===== config.mk =====
export PLATFORM = sky130hd
export DESIGN_NAME = ctrl_pipe_chain
export DESIGN_NICKNAME = d
export VERILOG_FILES = /design/src/rtl/ctrl_pipe_pkg.sv /design/src/rtl/ctrl_stage_reg.sv /design/src/rtl/ctrl_pipe_chain.sv
export SDC_FILE = /design/constraint.sdc
export NUM_CORES = 1
export LEC_CHECK = 0
export ABC_CLOCK_PERIOD_IN_PS = 1400
export BUFFER_PORTS_ARGS = -buffer_cell sky130_fd_sc_hd__buf_2
export CORE_ASPECT_RATIO = 0.5
export CORE_UTILIZATION = 42
export DETAILED_ROUTE_END_ITERATION = 16
export GPL_TIMING_DRIVEN = 0
export PLACE_DENSITY = 0.82
export REMOVE_ABC_BUFFERS = 1
export SYNTH_ARGS = -nofsm -noshare
export SYNTH_HDL_FRONTEND = slang
export SYNTH_SLANG_ARGS = --single-unit

===== constraint.sdc =====
create_clock -name clk -period 1.4 [get_ports clk]
set_clock_uncertainty 0.15 [all_clocks]
set_input_delay 0.35 -clock clk [delete_from_list [all_inputs] [get_ports clk]]
set_output_delay 0.35 -clock clk [all_outputs]
set_load 0.03 [all_outputs]

===== src/rtl/ctrl_pipe_pkg.sv =====
// Shared constants for the control-word pipeline: stage indices, control-word
// field positions and the per-stage update priority.
package ctrl_pipe_pkg;

  localparam int unsigned W_DEFAULT = 16;

  localparam int unsigned STG_D = 0;
  localparam int unsigned STG_E = 1;
  localparam int unsigned STG_M = 2;
  localparam int unsigned STG_W = 3;

  localparam int unsigned BR_BIT       = 0;
  localparam int unsigned JUMP_BIT     = 1;
  localparam int unsigned REGWRITE_BIT = 2;
  localparam int unsigned MEMWRITE_BIT = 3;
  localparam int unsigned MEMTOREG_BIT = 4;
  localparam int unsigned ALUCTRL_LSB  = 5;
  localparam int unsigned ALUCTRL_MSB  = 7;

  typedef enum logic [1:0] {
    OP_LOAD   = 2'd0,
    OP_HOLD   = 2'd1,
    OP_BUBBLE = 2'd2,
    OP_KILL   = 2'd3
  } stage_op_e;

  // Kill beats stall beats bubble beats load.
  function automatic stage_op_e stage_op(input logic kill, input logic stall,
                                         input logic bubble);
    if (kill)        return OP_KILL;
    else if (stall)  return OP_HOLD;
    else if (bubble) return OP_BUBBLE;
    else             return OP_LOAD;
  endfunction

endpackage


===== src/rtl/ctrl_stage_reg.sv =====
// One pipeline stage: valid bit plus control word, updated with
// kill > stall > bubble > load priority. Invalid words are always stored as 0.
module ctrl_stage_reg
  import ctrl_pipe_pkg::*;
#(
  parameter int unsigned W = W_DEFAULT
) (
  input  logic         clk,
  input  logic         i_rst_n,
  input  logic         i_kill,
  input  logic         i_stall,
  input  logic         i_bubble,
  input  logic         i_valid,
  input  logic [W-1:0] i_word,
  output logic         o_valid,
  output logic [W-1:0] o_word
);

  logic         r_valid;
  logic [W-1:0] r_word;
  stage_op_e    w_op;
  logic         w_valid_nxt;
  logic [W-1:0] w_word_nxt;

  always_comb begin
    w_op        = stage_op(i_kill, i_stall, i_bubble);
    w_valid_nxt = r_valid;
    w_word_nxt  = r_word;
    case (w_op)
      OP_KILL, OP_BUBBLE: begin
        w_valid_nxt = 1'b0;
        w_word_nxt  = '0;
      end
      OP_HOLD: begin
        w_valid_nxt = r_valid;
        w_word_nxt  = r_word;
      end
      default: begin
        w_valid_nxt = i_valid;
        w_word_nxt  = i_valid ? i_word : '0;
      end
    endcase
  end

  always_ff @(posedge clk or negedge i_rst_n) begin
    if (!i_rst_n) begin
      r_valid <= 1'b0;
      r_word  <= '0;
    end else begin
      r_valid <= w_valid_nxt;
      r_word  <= w_word_nxt;
    end
  end

  assign o_valid = r_valid;
  assign o_word  = r_word;

endmodule


===== src/rtl/ctrl_pipe_chain.sv =====
// Control-word pipeline from decode through STAGES register stages with
// per-stage stall/flush, automatic bubbles and branch redirect at RES_STAGE.
module ctrl_pipe_chain
  import ctrl_pipe_pkg::*;
#(
  parameter int unsigned W         = W_DEFAULT,
  parameter int unsigned STAGES    = 3,
  parameter int unsigned RES_STAGE = STG_M,
  parameter int unsigned BR_BIT    = ctrl_pipe_pkg::BR_BIT
) (
  input  logic                  clk,
  input  logic                  rst,
  input  logic [W-1:0]          word_d_i,
  input  logic                  valid_d_i,
  input  logic [STAGES:0]       stall_i,
  input  logic [STAGES:0]       flush_i,
  input  logic                  branchok_i,
  output logic [STAGES*W-1:0]   word_o,
  output logic [STAGES-1:0]     valid_o,
  output logic                  pcsrc_o,
  output logic [STAGES:0]       kill_o
);

  // Index 0 is the decode input; 1..STAGES are the registered stages.
  logic [STAGES:0]        w_valid;
  logic [STAGES:0][W-1:0] w_word;
  logic [STAGES:0]        w_kill;
  logic                   w_pcsrc;

  assign w_valid[0] = valid_d_i;
  assign w_word[0]  = word_d_i;

  assign w_pcsrc = w_valid[RES_STAGE] & w_word[RES_STAGE][BR_BIT] & branchok_i;

  // A redirect kills decode and every stage younger than the resolving stage.
  always_comb begin
    w_kill = '0;
    for (int unsigned k = 0; k <= STAGES; k++) begin
      w_kill[k] = flush_i[k] | (w_pcsrc & (k < RES_STAGE));
    end
  end

  for (genvar k = 1; k <= STAGES; k++) begin : g_stage
    ctrl_stage_reg #(
      .W (W)
    ) u_stage (
      .clk      (clk),
      .i_rst_n  (rst),
      .i_kill   (w_kill[k]),
      .i_stall  (stall_i[k]),
      .i_bubble (stall_i[k-1] | w_kill[k-1]),
      .i_valid  (w_valid[k-1]),
      .i_word   (w_word[k-1]),
      .o_valid  (w_valid[k]),
      .o_word   (w_word[k])
    );
    assign word_o[k*W-1 -: W] = w_word[k];
  end

  assign valid_o = w_valid[STAGES:1];
  assign pcsrc_o = w_pcsrc;
  assign kill_o  = w_kill;

endmodule


* After elaboration in Yosys (flattened, before gate mapping)
Index checks and enable logic that the tools add are counted.
Widths: inputs -> output; s select.
** Operators by class
- Eq/ne operators :: 9
- Reductions and logical operators :: 3
- Mux-type cells :: 18
- Bitwise operators :: 7
** Operators by type and width (number)
- $pmux 16 s2 :: 3
- $mux 16 :: 3
- $mux 2 :: 9
- $eq 2x2->1 const B :: 6
- $eq 2x1->1 const B :: 3
- $pmux 1 s2 :: 3
- $reduce_or 2->1 :: 3
- $or 1x1->1 :: 5
- $and 1x1->1 :: 2
** Word-level totals
- Bits of input ports :: 28
- Logic and storage cells :: 43
- Output and inout port bits :: 56
- Register bits :: 51

* Depth between registers and ports, before layout
- Word-level depth :: 10
- Mapped depth :: 5
- Depth with buffers taken out :: 4

* Hierarchy
A second synthesis with hierarchy kept.
** Second synthesis, totals
- Cell total of the unflattened synthesis :: 233
- Area total of the unflattened synthesis :: 2479.9 sq um
** Modules (own cells, without submodules)
- ctrl_stage_reg :: seq. area each 425.4 sq um, times used 3, cells each 75, area each 804.5 sq um
- ctrl_pipe_chain :: seq. area each 0.0 sq um, times used 1, cells each 8, area each 66.3 sq um

* Worst setup path after synthesis
No wires, ideal clock.
- Kind :: register to output
- Start point :: reg g_stage[2].u_stage.r_word[0]
- End point :: out kill_o[1]
- Cell stages (with the launch flop) :: 6
- Setup slack :: -0.386 ns
- Arrival :: 1.286 ns
- Required time :: 0.900 ns
- Path buffers :: 3
- Path through :: dfrtp_1 > nand3_2 > nand2b_1 > buf_2 > buf_2 > buf_4
** Between the ends
- Cells in the longest elaborated chain, start to end :: 3
** RTL lines
- start, declared :: line ctrl_stage_reg.sv:20 : logic [W-1:0] r_word;
- start signal, assigned :: line ctrl_stage_reg.sv:51 : r_word <= w_word_nxt;
- $and 1x1->1 (2 in a row) :: line ctrl_pipe_chain.sv:33 : assign w_pcsrc = w_valid[RES_STAGE] & w_word[RES_STAGE][BR_BIT] & branchok_i;
- $or 1x1->1 :: line ctrl_pipe_chain.sv:39 : w_kill[k] = flush_i[k] | (w_pcsrc & (k < RES_STAGE));
- end, declared :: line ctrl_pipe_chain.sv:21 : output logic [STAGES:0] kill_o
No other way between the ends.

* Final worst setup path
Ends and elaborated chain as after synthesis.

==> out/metrics.json <==
{
  "nNetsFinal": {"value": 282},
  "postSynthRegisterBits": {"value": 51},
  "fp.coreArea": {"value": 4490, "unit": "um2"},
  "outcome": {"value": "complete, but fails checks"},
  "intPower": {"value": 2130, "unit": "uW"},
  "post_route_worst_setup_slack": {"value": -0.167, "unit": "ns"},
  "fill_cells": {"value": 297},
  "sw_pwr": {"value": 645, "unit": "uW"},
  "synth.lib_cells_used.distinct": {"value": 19},
  "cts_max_path_buffers": {"value": 2},
  "post_cts_hold_buffer_count": {"value": 0},
  "first_global_vias": {"value": 1516},
  "global_route_wire_length_before_repair": {"value": 7510, "unit": "um"},
  "drtPass1Iterations": {"value": 5},
  "startpoint_to_endpoint_class_of_the_critical_path": {"value": "flip-flop to output port"},
  "io_pins": {"value": 84},
  "comb_power_share": {"value": 7.9, "unit": "%"},
  "cts-htree-levels": {"value": 2},
  "multi_input_comb_area": {"value": 634, "unit": "um2"},
  "vdd.ir_drop.worst": {"value": 0.000428, "unit": "V"},
  "synth_cells": {"value": 149},
  "fin_cells": {"value": 321},
  "fp.dieArea": {"value": 5070, "unit": "um2"},
  "timing.final.setup_violations": {"value": 26},
  "layout_min_cycle_time": {"value": 1.57, "unit": "ns"},
  "buffer_ports.inserted": {"value": 83},
  "num_antenna_cells": {"value": 0},
  "worst_skew_pair_latency": {"value": 0.30, "unit": "ns"},
  "die_w": {"value": 99.7, "unit": "um"},
  "drive_above_1_share": {"value": 52.5, "unit": "%"},
  "postLayoutCoreUtil": {"value": 67.8, "unit": "%"},
  "synthToLayoutAreaGrowth": {"value": 51.9, "unit": "%"},
  "number_of_buffers_inserted_during_clock_tree_synthesis": {"value": 5},
  "critPathCaptureType": {"value": "output port"},
  "avgRoutedWirePerCell": {"value": 19.1, "unit": "um"},
  "power.static_leakage": {"value": 0.00158, "unit": "uW"},
  "antenna_found_initial": {"value": 0},
  "initial_utilization": {"value": 44.7, "unit": "%"},
  "postRouteAntennaNets": {"value": 0},
  "routed_wl": {"value": 6130, "unit": "um"},
  "global_route.usage.total": {"value": 19.9, "unit": "%"},
  "finalCritPeriodShare": {"value": 112, "unit": "%"},
  "clk_pin_slew": {"value": 0.09, "unit": "ns"},
  "critical_path_rt": {"value": 0.90, "unit": "ns"},
  "synth.yosys.seq_area_share": {"value": 63.7, "unit": "%"},
  "netSwitchingFraction": {"value": 23.2, "unit": "%"},
  "setup_repair_after_global_routing_missed_its_margin": {"value": "true"},
  "floorplan.rows": {"value": 17},
  "critPathArrivalTime": {"value": 1.07, "unit": "ns"},
  "place.detailed.instances": {"value": 279},
  "slew-limit-headroom": {"value": 26.9, "unit": "%"},
  "syn_area_per_cell": {"value": 13.5, "unit": "um2"},
  "ys.warnings.count": {"value": 0},
  "cap_violations": {"value": 0},
  "register_area": {"value": 1280, "unit": "um2"},
  "via_count": {"value": 1792},
  "power_frac_seq": {"value": 53.5, "unit": "%"},
  "drt_iter0_drc": {"value": 195},
  "drc_errors": {"value": 0},
  "critical_path_peak_fanout": {"value": 3},
  "least_margin_pin_slew": {"value": 1.10, "unit": "ns"},
  "hold_class": {"value": "input port to async pin"},
  "vias_per_cell": {"value": 5.58},
  "pin_count_of_the_biggest_net_entering_global_routing": {"value": 52},
  "post-dp-hpwl": {"value": 3070, "unit": "um"},
  "cellPowerDensity": {"value": 913, "unit": "nW/um2"},
  "timing.final.max_slew_violations": {"value": 0},
  "grt.overflow.total": {"value": 0},
  "fmaxAchievable": {"value": 638, "unit": "MHz"},
  "start_kind": {"value": "flip-flop"},
  "violations": {"value": "negative setup slack"},
  "syn_std_cell_area": {"value": 2000, "unit": "um2"},
  "die-height": {"value": 50.9, "unit": "um"},
  "clock-root-buffer": {"value": "sky130_fd_sc_hd__clkbuf_8"},
  "tritoncts_num_sinks": {"value": 51},
  "power_frac_clock": {"value": 38.6, "unit": "%"},
  "tritoncts_clock_tree": {"value": "yes"},
  "report.final.hold_viol_count": {"value": 0},
  "gp_routability_congestion": {"value": 0.708}
}
## worst max-delay path, stage by stage (launching register included)
cell and delay, ns:
sky130_fd_sc_hd__dfrtp_1 0.42, sky130_fd_sc_hd__nand3_4 0.11, sky130_fd_sc_hd__nand2b_4 0.10, sky130_fd_sc_hd__buf_6 0.13
## cells in the final DEF (no fill, tap or decap), types with 2 or more instances in the layout
cell type,count
sky130_fd_sc_hd__dfrtp_1,51
sky130_fd_sc_hd__buf_4,40
sky130_fd_sc_hd__buf_2,39
sky130_fd_sc_hd__buf_6,33
sky130_fd_sc_hd__nor2_1,18
sky130_fd_sc_hd__a22o_1,17
sky130_fd_sc_hd__a32o_1,16
sky130_fd_sc_hd__a22oi_1,16
sky130_fd_sc_hd__clkbuf_8,6
sky130_fd_sc_hd__clkbuf_4,3
sky130_fd_sc_hd__nor4b_4,2
sky130_fd_sc_hd__nor2b_2,2
sky130_fd_sc_hd__buf_12,2
## layer usage
layer / vias to the layer above / share of wire, % / track usage (%)
met1: 940 / 41 / 23.5
met2: 78 / 51 / 36.7
met4: 0 / 1.8 / 5.39
li1: 762 / - / -
met3: 12 / 6.3 / 4.92
met5: - / 0 / 0
## power by group through the flow
stage          logic, uW  clock network [uW]  registers [uW]
2_1_floorplan       48.5                   0            1530
3_3_place_gp         175                   0            1510
3_5_place_dp         180                   0            1510
4_1_cts              202                1070            1480
5_1_grt              235                1130            1490
6_report             220                1070            1490
## cells by family after synthesis
| family | synth area share [%] |
|---|---|
| AOI/OAI and AO/OA | 22.0 |
| buffers and inverters | 6.18 |
| DFF | 63.7 |
| and+or+nand+nor | 8.12 |
## through the flow
step | area (um2) | hold WS [ns] | setup TNS [ns] | setup WS, ns | power, uW
3_5_place_dp | 2380 | 0.330 | -36.94 | -0.801 | 1690
3_3_place_gp | 2380 | 0.307 | -32.20 | -0.764 | 1690
5_1_grt | 3040 | 0.130 | -3.55 | -0.232 | 2850
4_1_cts | 2660 | 0.132 | -1.78 | -0.176 | 2760
6_report | 3040 | 0.0939 | -1.61 | -0.167 | 2780
2_1_floorplan | 1880 | -0.0956 | -14.31 | -0.368 | 1580
## final timing paths
kind | start | endpoint | slack [ns] | cells after the start
setup reg to reg | g_stage[2].u_stage.o_word[0]$_DFFE_PN0P_ | g_stage[2].u_stage.o_word[9]$_DFFE_PN0P_ | -0.07 | 5
setup / recovery | g_stage[2].u_stage.o_word[0]$_DFFE_PN0P_ | kill_o[1] | -0.17 | 3
hold reg to reg | g_stage[3].u_stage.o_valid$_DFFE_PN0P_ | g_stage[3].u_stage.o_valid$_DFFE_PN0P_ | 0.35 | 1
min in group clk | word_d_i[8] | g_stage[1].u_stage.o_word[8]$_DFFE_PN0P_ | 0.14 | 3
max in group asynchronous | rst | g_stage[3].u_stage.o_word[11]$_DFFE_PN0P_ | 0.33 | 1
hold / removal | rst | g_stage[1].u_stage.o_word[3]$_DFFE_PN0P_ | 0.09 | 1
## synth_stat cells
library cell               instances  area (um2)
sky130_fd_sc_hd__nor2_1           18        67.6
sky130_fd_sc_hd__nor2b_1           2        12.5
sky130_fd_sc_hd__a22oi_1          16         120
sky130_fd_sc_hd__inv_2             1        3.75
sky130_fd_sc_hd__dfrtp_1          51        1280
sky130_fd_sc_hd__nor2_2            1        6.26
sky130_fd_sc_hd__a21o_1            1        7.51
sky130_fd_sc_hd__nor4b_4           2        47.6
sky130_fd_sc_hd__nand2b_1          2        12.5
sky130_fd_sc_hd__clkbuf_1          5        18.8
sky130_fd_sc_hd__buf_6             2        22.5
sky130_fd_sc_hd__buf_1             1        3.75
sky130_fd_sc_hd__buf_2             3        15.0
sky130_fd_sc_hd__and3_1            1        6.26
sky130_fd_sc_hd__a22o_1           17         149
sky130_fd_sc_hd__a21oi_1           1        5.00
sky130_fd_sc_hd__nand3_2           1        10.0
sky130_fd_sc_hd__a32o_1           16         160
sky130_fd_sc_hd__buf_4             8        60.1
## what timing repair did
item / in CTS / in global routing
pin swaps: 2 / 1
cloned: 0 / 0
endpoints found under the setup margin: 66 / 60
resized for setup: 27 / 84
setup buffers: 8 / 26
## flip-flops by register name (all words and copies together), names as in the netlist
signal	cells
g_stage.u_stage.o_word	48
g_stage.u_stage.o_valid	3
## layout make-up
cell class | count | share of cell area, %
flip-flops and latches | 51 | 41.9
repair buffers | 117 | 30.5
multi-input cells | 78 | 20.8
clock buffers | 6 | 2.71
well taps | 66 | 2.71
clock inverters | 2 | 1.15
inverters | 1 | 0.123
Power figures use the tool's default switching activity.
